[src/rtl/alu_result_stage.sv]
// Result output stage for the 8-bit ALU units: tags each result with flags and buffers it in a small FIFO.
// Optional even-parity flag per entry is enabled with the ALU_PARITY_FLAG_EN macro.
module alu_result_stage #(
    parameter int WIDTH = 8,
    parameter int DEPTH = 2,
    parameter int OPW   = 3
) (
    input  logic                       clk,
    input  logic                       rst_n,
    input  logic                       flush,
    input  logic                       in_valid,
    output logic                       in_ready,
    input  logic [WIDTH-1:0]           in_result,
    input  logic                       in_carry,
    input  logic [OPW-1:0]             in_op,
    output logic                       out_valid,
    input  logic                       out_ready,
    output logic [WIDTH-1:0]           out_result,
    output logic [OPW-1:0]             out_op,
    output logic                       out_zero,
    output logic                       out_neg,
    output logic                       out_carry,
    output logic                       out_par,
    output logic [$clog2(DEPTH):0]     level
);

    localparam int AW = $clog2(DEPTH);
    localparam int PW = AW + 1;

    logic [PW-1:0]    wr_ptr;
    logic [PW-1:0]    rd_ptr;
    logic [PW-1:0]    level_q;
    logic [AW-1:0]    wr_idx;
    logic [AW-1:0]    rd_idx;
    logic             empty;
    logic             full;
    logic             push;
    logic             pop;

    logic [WIDTH-1:0] mem_result [DEPTH];
    logic [OPW-1:0]   mem_op     [DEPTH];
    logic             mem_carry  [DEPTH];
    logic             mem_zero   [DEPTH];
    logic             mem_neg    [DEPTH];

    assign wr_idx = wr_ptr[AW-1:0];
    assign rd_idx = rd_ptr[AW-1:0];
    assign empty  = (wr_ptr == rd_ptr);
    assign full   = (wr_idx == rd_idx) && (wr_ptr[AW] != rd_ptr[AW]);

    // in_ready depends only on registered pointers, so no out_ready -> in_ready path exists
    assign in_ready  = !full;
    assign out_valid = !empty;
    assign push      = in_valid && !full && !flush;
    assign pop       = !empty && out_ready && !flush;
    assign level     = level_q;

    always_ff @(posedge clk or negedge rst_n) begin
        if (!rst_n) begin
            wr_ptr  <= '0;
            rd_ptr  <= '0;
            level_q <= '0;
        end else if (flush) begin
            wr_ptr  <= '0;
            rd_ptr  <= '0;
            level_q <= '0;
        end else begin
            if (push) wr_ptr <= wr_ptr + PW'(1);
            if (pop)  rd_ptr <= rd_ptr + PW'(1);
            if (push && !pop)      level_q <= level_q + PW'(1);
            else if (pop && !push) level_q <= level_q - PW'(1);
        end
    end

    always_ff @(posedge clk or negedge rst_n) begin
        if (!rst_n) begin
            for (int i = 0; i < DEPTH; i++) begin
                mem_result[i] <= '0;
                mem_op[i]     <= '0;
                mem_carry[i]  <= 1'b0;
                mem_zero[i]   <= 1'b0;
                mem_neg[i]    <= 1'b0;
            end
        end else if (push) begin
            mem_result[wr_idx] <= in_result;
            mem_op[wr_idx]     <= in_op;
            mem_carry[wr_idx]  <= in_carry;
            mem_zero[wr_idx]   <= (in_result == '0);
            mem_neg[wr_idx]    <= in_result[WIDTH-1];
        end
    end

    // Head fields are forced to 0 whenever the FIFO is empty
    assign out_result = empty ? '0   : mem_result[rd_idx];
    assign out_op     = empty ? '0   : mem_op[rd_idx];
    assign out_carry  = empty ? 1'b0 : mem_carry[rd_idx];
    assign out_zero   = empty ? 1'b0 : mem_zero[rd_idx];
    assign out_neg    = empty ? 1'b0 : mem_neg[rd_idx];

`ifdef ALU_PARITY_FLAG_EN
    logic mem_par [DEPTH];

    always_ff @(posedge clk or negedge rst_n) begin
        if (!rst_n) begin
            for (int i = 0; i < DEPTH; i++) mem_par[i] <= 1'b0;
        end else if (push) begin
            mem_par[wr_idx] <= ~^in_result;
        end
    end

    assign out_par = empty ? 1'b0 : mem_par[rd_idx];
`else
    assign out_par = 1'b0;
`endif

endmodule
[config.mk]
export PLATFORM = sky130hd
export DESIGN_NAME = alu_result_stage
export DESIGN_NICKNAME = d
export VERILOG_FILES = /design/src/rtl/alu_result_stage.sv
export SDC_FILE = /design/constraint.sdc
export NUM_CORES = 1
export LEC_CHECK = 0
export ABC_AREA = 1
export CORE_MARGIN = 10
export CORE_UTILIZATION = 35
export DETAILED_ROUTE_END_ITERATION = 12
export PLACE_DENSITY_LB_ADDON = 0.25
export SETUP_SLACK_MARGIN = 0.15
export SLEW_MARGIN = 10
export SYNTH_ARGS = -nofsm -noshare
export SYNTH_HDL_FRONTEND = slang
export SYNTH_SLANG_ARGS = --single-unit
[constraint.sdc]
create_clock -name clk -period 1.8 [get_ports clk]
set_clock_uncertainty 0.1 [all_clocks]
set_input_delay 0.18 -clock clk [delete_from_list [all_inputs] [get_ports clk]]
set_output_delay 0.18 -clock clk [all_outputs]
set_load 0.005 [all_outputs]
==> flow_metrics.tcl <==
set metrics [dict create \
    cap_violations 0 \
    power.sequential.fraction_pct 37.0 \
    post_cts_hold_buffer_count 0 \
    cts.reportedPaths.clkPinSlew_ns 0.07 \
    cts_num_sinks 32 \
    hpwlAfterDp_mm 2.70 \
    yosysUniqueCellTypes 23 \
    min-delay-path-class "input pin to async pin" \
    switching_power_mw 0.941 \
    ioPinCount 36 \
    timing.final.crit_period_ns 1.73 \
    worstPathArrival_ns 1.45 \
    power.combinational.fraction_pct 39.3 \
    cp_cell_sequence "inv_4, nand2_4, nand2_4, nand2_4, inv_4, buf_12, a21oi_2, buf_4, buf_2" \
    final_antenna_net_count 0 \
    place_worst_setup_slack_ns -0.0278 \
    syn_avg_cell_area_um2 8.35 \
    antenna_found_initial 0 \
    detail_route.first_pass.iterations 4 \
    power_per_cell_area_mw_per_mm2 1130 \
    final.period_utilization_pct 96.4 \
    synthCells 203 \
    area.growth.synth_to_final_pct 48.9 \
    detail_route.wirelength_mm 4.51 \
    antennaDiodeCount 0 \
    final_nets 282 \
    placed_cells_incl_taps 304 \
    cpPeakStageDelay_ns 0.45 \
    cts_max_path_buffers 2 \
    max_clock_freq_ghz 0.576 \
    syn-cell-area_mm2 0.00170 \
    synth.yosys.seq_area_share_pct 47.2 \
    global_route.usage.total_pct 10.8 \
    cp-startpoint "rd_ptr[0]$_DFFE_PN0P_" \
    power.share.clock_pct 23.7 \
    power.ir.vdd_worst_v 0.000511 \
    synthesized_net_count 220 \
    numCtsBuffers 5 \
    effective_utilization_at_floorplan_pct 35.9 \
    place.gp.congestion 0.713 \
    worst_path_class_setup "register to output pin" \
    die_area_mm2 0.00803 \
    postLayoutSetupSlackWorst_ns 0.0651 \
    critical_path.max_fanout 7 \
    clock_tree.root_cell "sky130_fd_sc_hd__clkbuf_8" \
    finalNonFillerCells 333 \
    first_global_vias 1453 \
    rsz_0062_raised_after_global_routing "yes" \
    tritoncts "yes" \
    cts_max_level 2 \
    via_per_inst 4.61 \
    io_buffers 34 \
    globalRoute.busiestLayer "met2" \
    die_x_um 89.6 \
    switching_share_pct 33.1 \
    slew_violations 0 \
    dr_total_vias 1534 \
    routedWlPerCell_um 13.5 \
    fin_hold_ws_ns 0.191 \
    placement_rows 25 \
    critPathSlowestCell "sky130_fd_sc_hd__dfrtp_2" \
    grt_max_degree 33 \
    startpoint_of_the_worst_register_to_register_path "rd_ptr[0]$_DFFE_PN0P_" \
    setup-violations-final 0 \
    cp-start-kind "register" \
    status "finished clean" \
    final_layout_size_suffix_gt1_share_pct 45.9 \
    timing_hold_violations_final 0 \
    power.internal_mw 1.91 \
    met1_global_route_usage_pct 12.6 \
    critical-path-top-cell-by-count "sky130_fd_sc_hd__nand2_4" \
    setup-tns-final_ns 0 \
    die_h_um 89.6 \
    gr-usage-met3_pct 2.80 \
    postSynthRegisterBits 32 \
    grtUsageMet2_pct 18.0 \
    setup.worst_path.end_class "output pin" \
    synth_warnings 0 \
    clock_latency_at_the_later_pin_of_the_worst_skew_pair_ns 0.28 \
    drt_drc_violations_left 0 \
    critPathRequiredTime_ns 1.52 \
    dr.first_iter.drc_count 75 \
    grt_overflow 0 \
    static-leakage-power_nw 1.23 \
    first_pass_grt_wire_length_mm 6.75 \
    area_of_the_core_mm2 0.00472 \
]
## cell type report
cell class / count / area, um2
multi-input cells: 138 / 840
inverters: 24 / 100
flip-flops and latches: 32 / 802
well taps: 67 / 83.8
clock inverters: 2 / 35.0
clock buffers: 6 / 72.6
repair buffers: 64 / 592
fillers: 440 / 2200
## cell usage in the layout, fill, tap and decap left out
cell type                          n
sky130_fd_sc_hd__inv_1            17
sky130_fd_sc_hd__buf_12            3
sky130_fd_sc_hd__o21ai_1           5
sky130_fd_sc_hd__nand2_8           1
sky130_fd_sc_hd__nand2_1          57
sky130_fd_sc_hd__clkbuf_16         2
sky130_fd_sc_hd__o21ai_2          20
sky130_fd_sc_hd__clkinv_2          1
sky130_fd_sc_hd__bufinv_16         1
sky130_fd_sc_hd__inv_2             3
sky130_fd_sc_hd__a21oi_2          14
sky130_fd_sc_hd__nor2_4            1
sky130_fd_sc_hd__xor2_1            1
sky130_fd_sc_hd__nor2_2            3
sky130_fd_sc_hd__nor2_1            1
sky130_fd_sc_hd__clkdlybuf4s50_1  18
sky130_fd_sc_hd__clkbuf_8          5
sky130_fd_sc_hd__inv_4             4
sky130_fd_sc_hd__nand3_1           3
sky130_fd_sc_hd__dfrtp_1          31
sky130_fd_sc_hd__nand4_1           2
sky130_fd_sc_hd__conb_1            1
sky130_fd_sc_hd__buf_4            16
sky130_fd_sc_hd__buf_2            14
sky130_fd_sc_hd__nand2_4           5
sky130_fd_sc_hd__nand3_4           1
sky130_fd_sc_hd__nand2_2          16
sky130_fd_sc_hd__a21oi_1           4
sky130_fd_sc_hd__clkbuf_2          2
sky130_fd_sc_hd__buf_6             9
sky130_fd_sc_hd__dfrtp_2           1
sky130_fd_sc_hd__clkbuf_1          1
sky130_fd_sc_hd__o21ai_0           3
## synthesized netlist by cell type
cell type	n	area, um2
sky130_fd_sc_hd__o21ai_0	3	15.0
sky130_fd_sc_hd__dfrtp_1	32	801
sky130_fd_sc_hd__inv_2	5	18.8
sky130_fd_sc_hd__buf_4	2	15.0
sky130_fd_sc_hd__o21ai_2	20	175
sky130_fd_sc_hd__nand2_1	73	274
sky130_fd_sc_hd__conb_1	1	3.75
sky130_fd_sc_hd__nor2_4	1	11.3
sky130_fd_sc_hd__nand4_1	2	12.5
sky130_fd_sc_hd__clkbuf_1	2	7.51
sky130_fd_sc_hd__xor2_1	1	8.76
sky130_fd_sc_hd__a21oi_1	17	85.1
sky130_fd_sc_hd__a21oi_2	1	8.76
sky130_fd_sc_hd__buf_6	5	56.3
sky130_fd_sc_hd__o21ai_1	5	25.0
sky130_fd_sc_hd__nand3_4	1	17.5
sky130_fd_sc_hd__nand2_2	1	6.26
sky130_fd_sc_hd__nor2_1	4	15.0
sky130_fd_sc_hd__nand3_1	3	15.0
sky130_fd_sc_hd__buf_2	1	5.00
sky130_fd_sc_hd__nand2_4	4	45.0
sky130_fd_sc_hd__inv_4	1	6.26
sky130_fd_sc_hd__inv_1	18	67.6
## repair_timing
item                                    CTS  global route
resized for setup                        86            27
endpoints found under the setup margin   17            44
pin swaps                                 1             5
setup buffers                             7             9
gates cloned                              1             4
## worst max-delay path, delay by kind of cell, from the launching register on
family | cells | cell delay [ns]
buffers and inverters | 5 | 0.52
AND/OR/NAND/NOR | 3 | 0.16
flip-flops | 1 | 0.45
AO/OA/AOI/OAI | 1 | 0.04
## power by group through the flow
stage | Sequential [mW] | Combinational, mW | Clock [mW]
finish | 1.05 | 1.12 | 0.675
global route | 1.08 | 1.23 | 0.732
CTS | 1.03 | 0.960 | 0.687
detailed placement | 1.04 | 0.884 | 0
global placement | 1.04 | 0.874 | 0
floorplan | 1.02 | 0.537 | 0
## flip-flops by register name (all words and copies together) (netlist names)
| register | cells |
|---|---|
| mem_zero | 2 |
| wr_ptr | 2 |
| rd_ptr | 2 |
| level | 2 |
| mem_result | 16 |
| mem_carry | 2 |
| mem_op | 6 |
## metrics by stage
step	utilization, %	area (um2)	power [mW]
detailed placement	45.0	2120	1.93
CTS	49.0	2310	2.68
global placement	45.0	2120	1.91
global route	53.5	2520	3.04
floorplan	-	1700	1.56
finish	53.5	2520	2.85
## path summary, 6_finish.rpt
check                                            end  slack (ns)  depth (start not counted)
min                          mem_zero[1]$_DFFE_PN0P_        0.19                          2
max in group asynchronous      rd_ptr[0]$_DFFE_PN0P_        1.10                          2
max reg2reg                mem_result[2]$_DFFE_PN0P_        0.17                         10
min reg2reg                  mem_zero[0]$_DFFE_PN0P_        0.38                          2
min in group clk            mem_carry[0]$_DFFE_PN0P_        0.37                          3
max                                          out_neg        0.07                          9
## per-layer routing
layer	vias to the layer above	share of wire, %
met3	9	5.9
met5	-	0
li1	765	-
met1	726	41
met4	0	1.4
met2	34	51
## kinds of logic (layout without fill, tap and decap cells)
group           Yosys count  in the layout  share of synthesized area, %
flops                    32             32                          47.2
simple gates             89             90                          23.4
xor+xnor                  1              1                         0.517
compound gates           46             46                          18.2
other cells               1              1                         0.221
buf+inv                  34             96                          10.4
No activity file was read; power rests on OpenSTA's default activity.
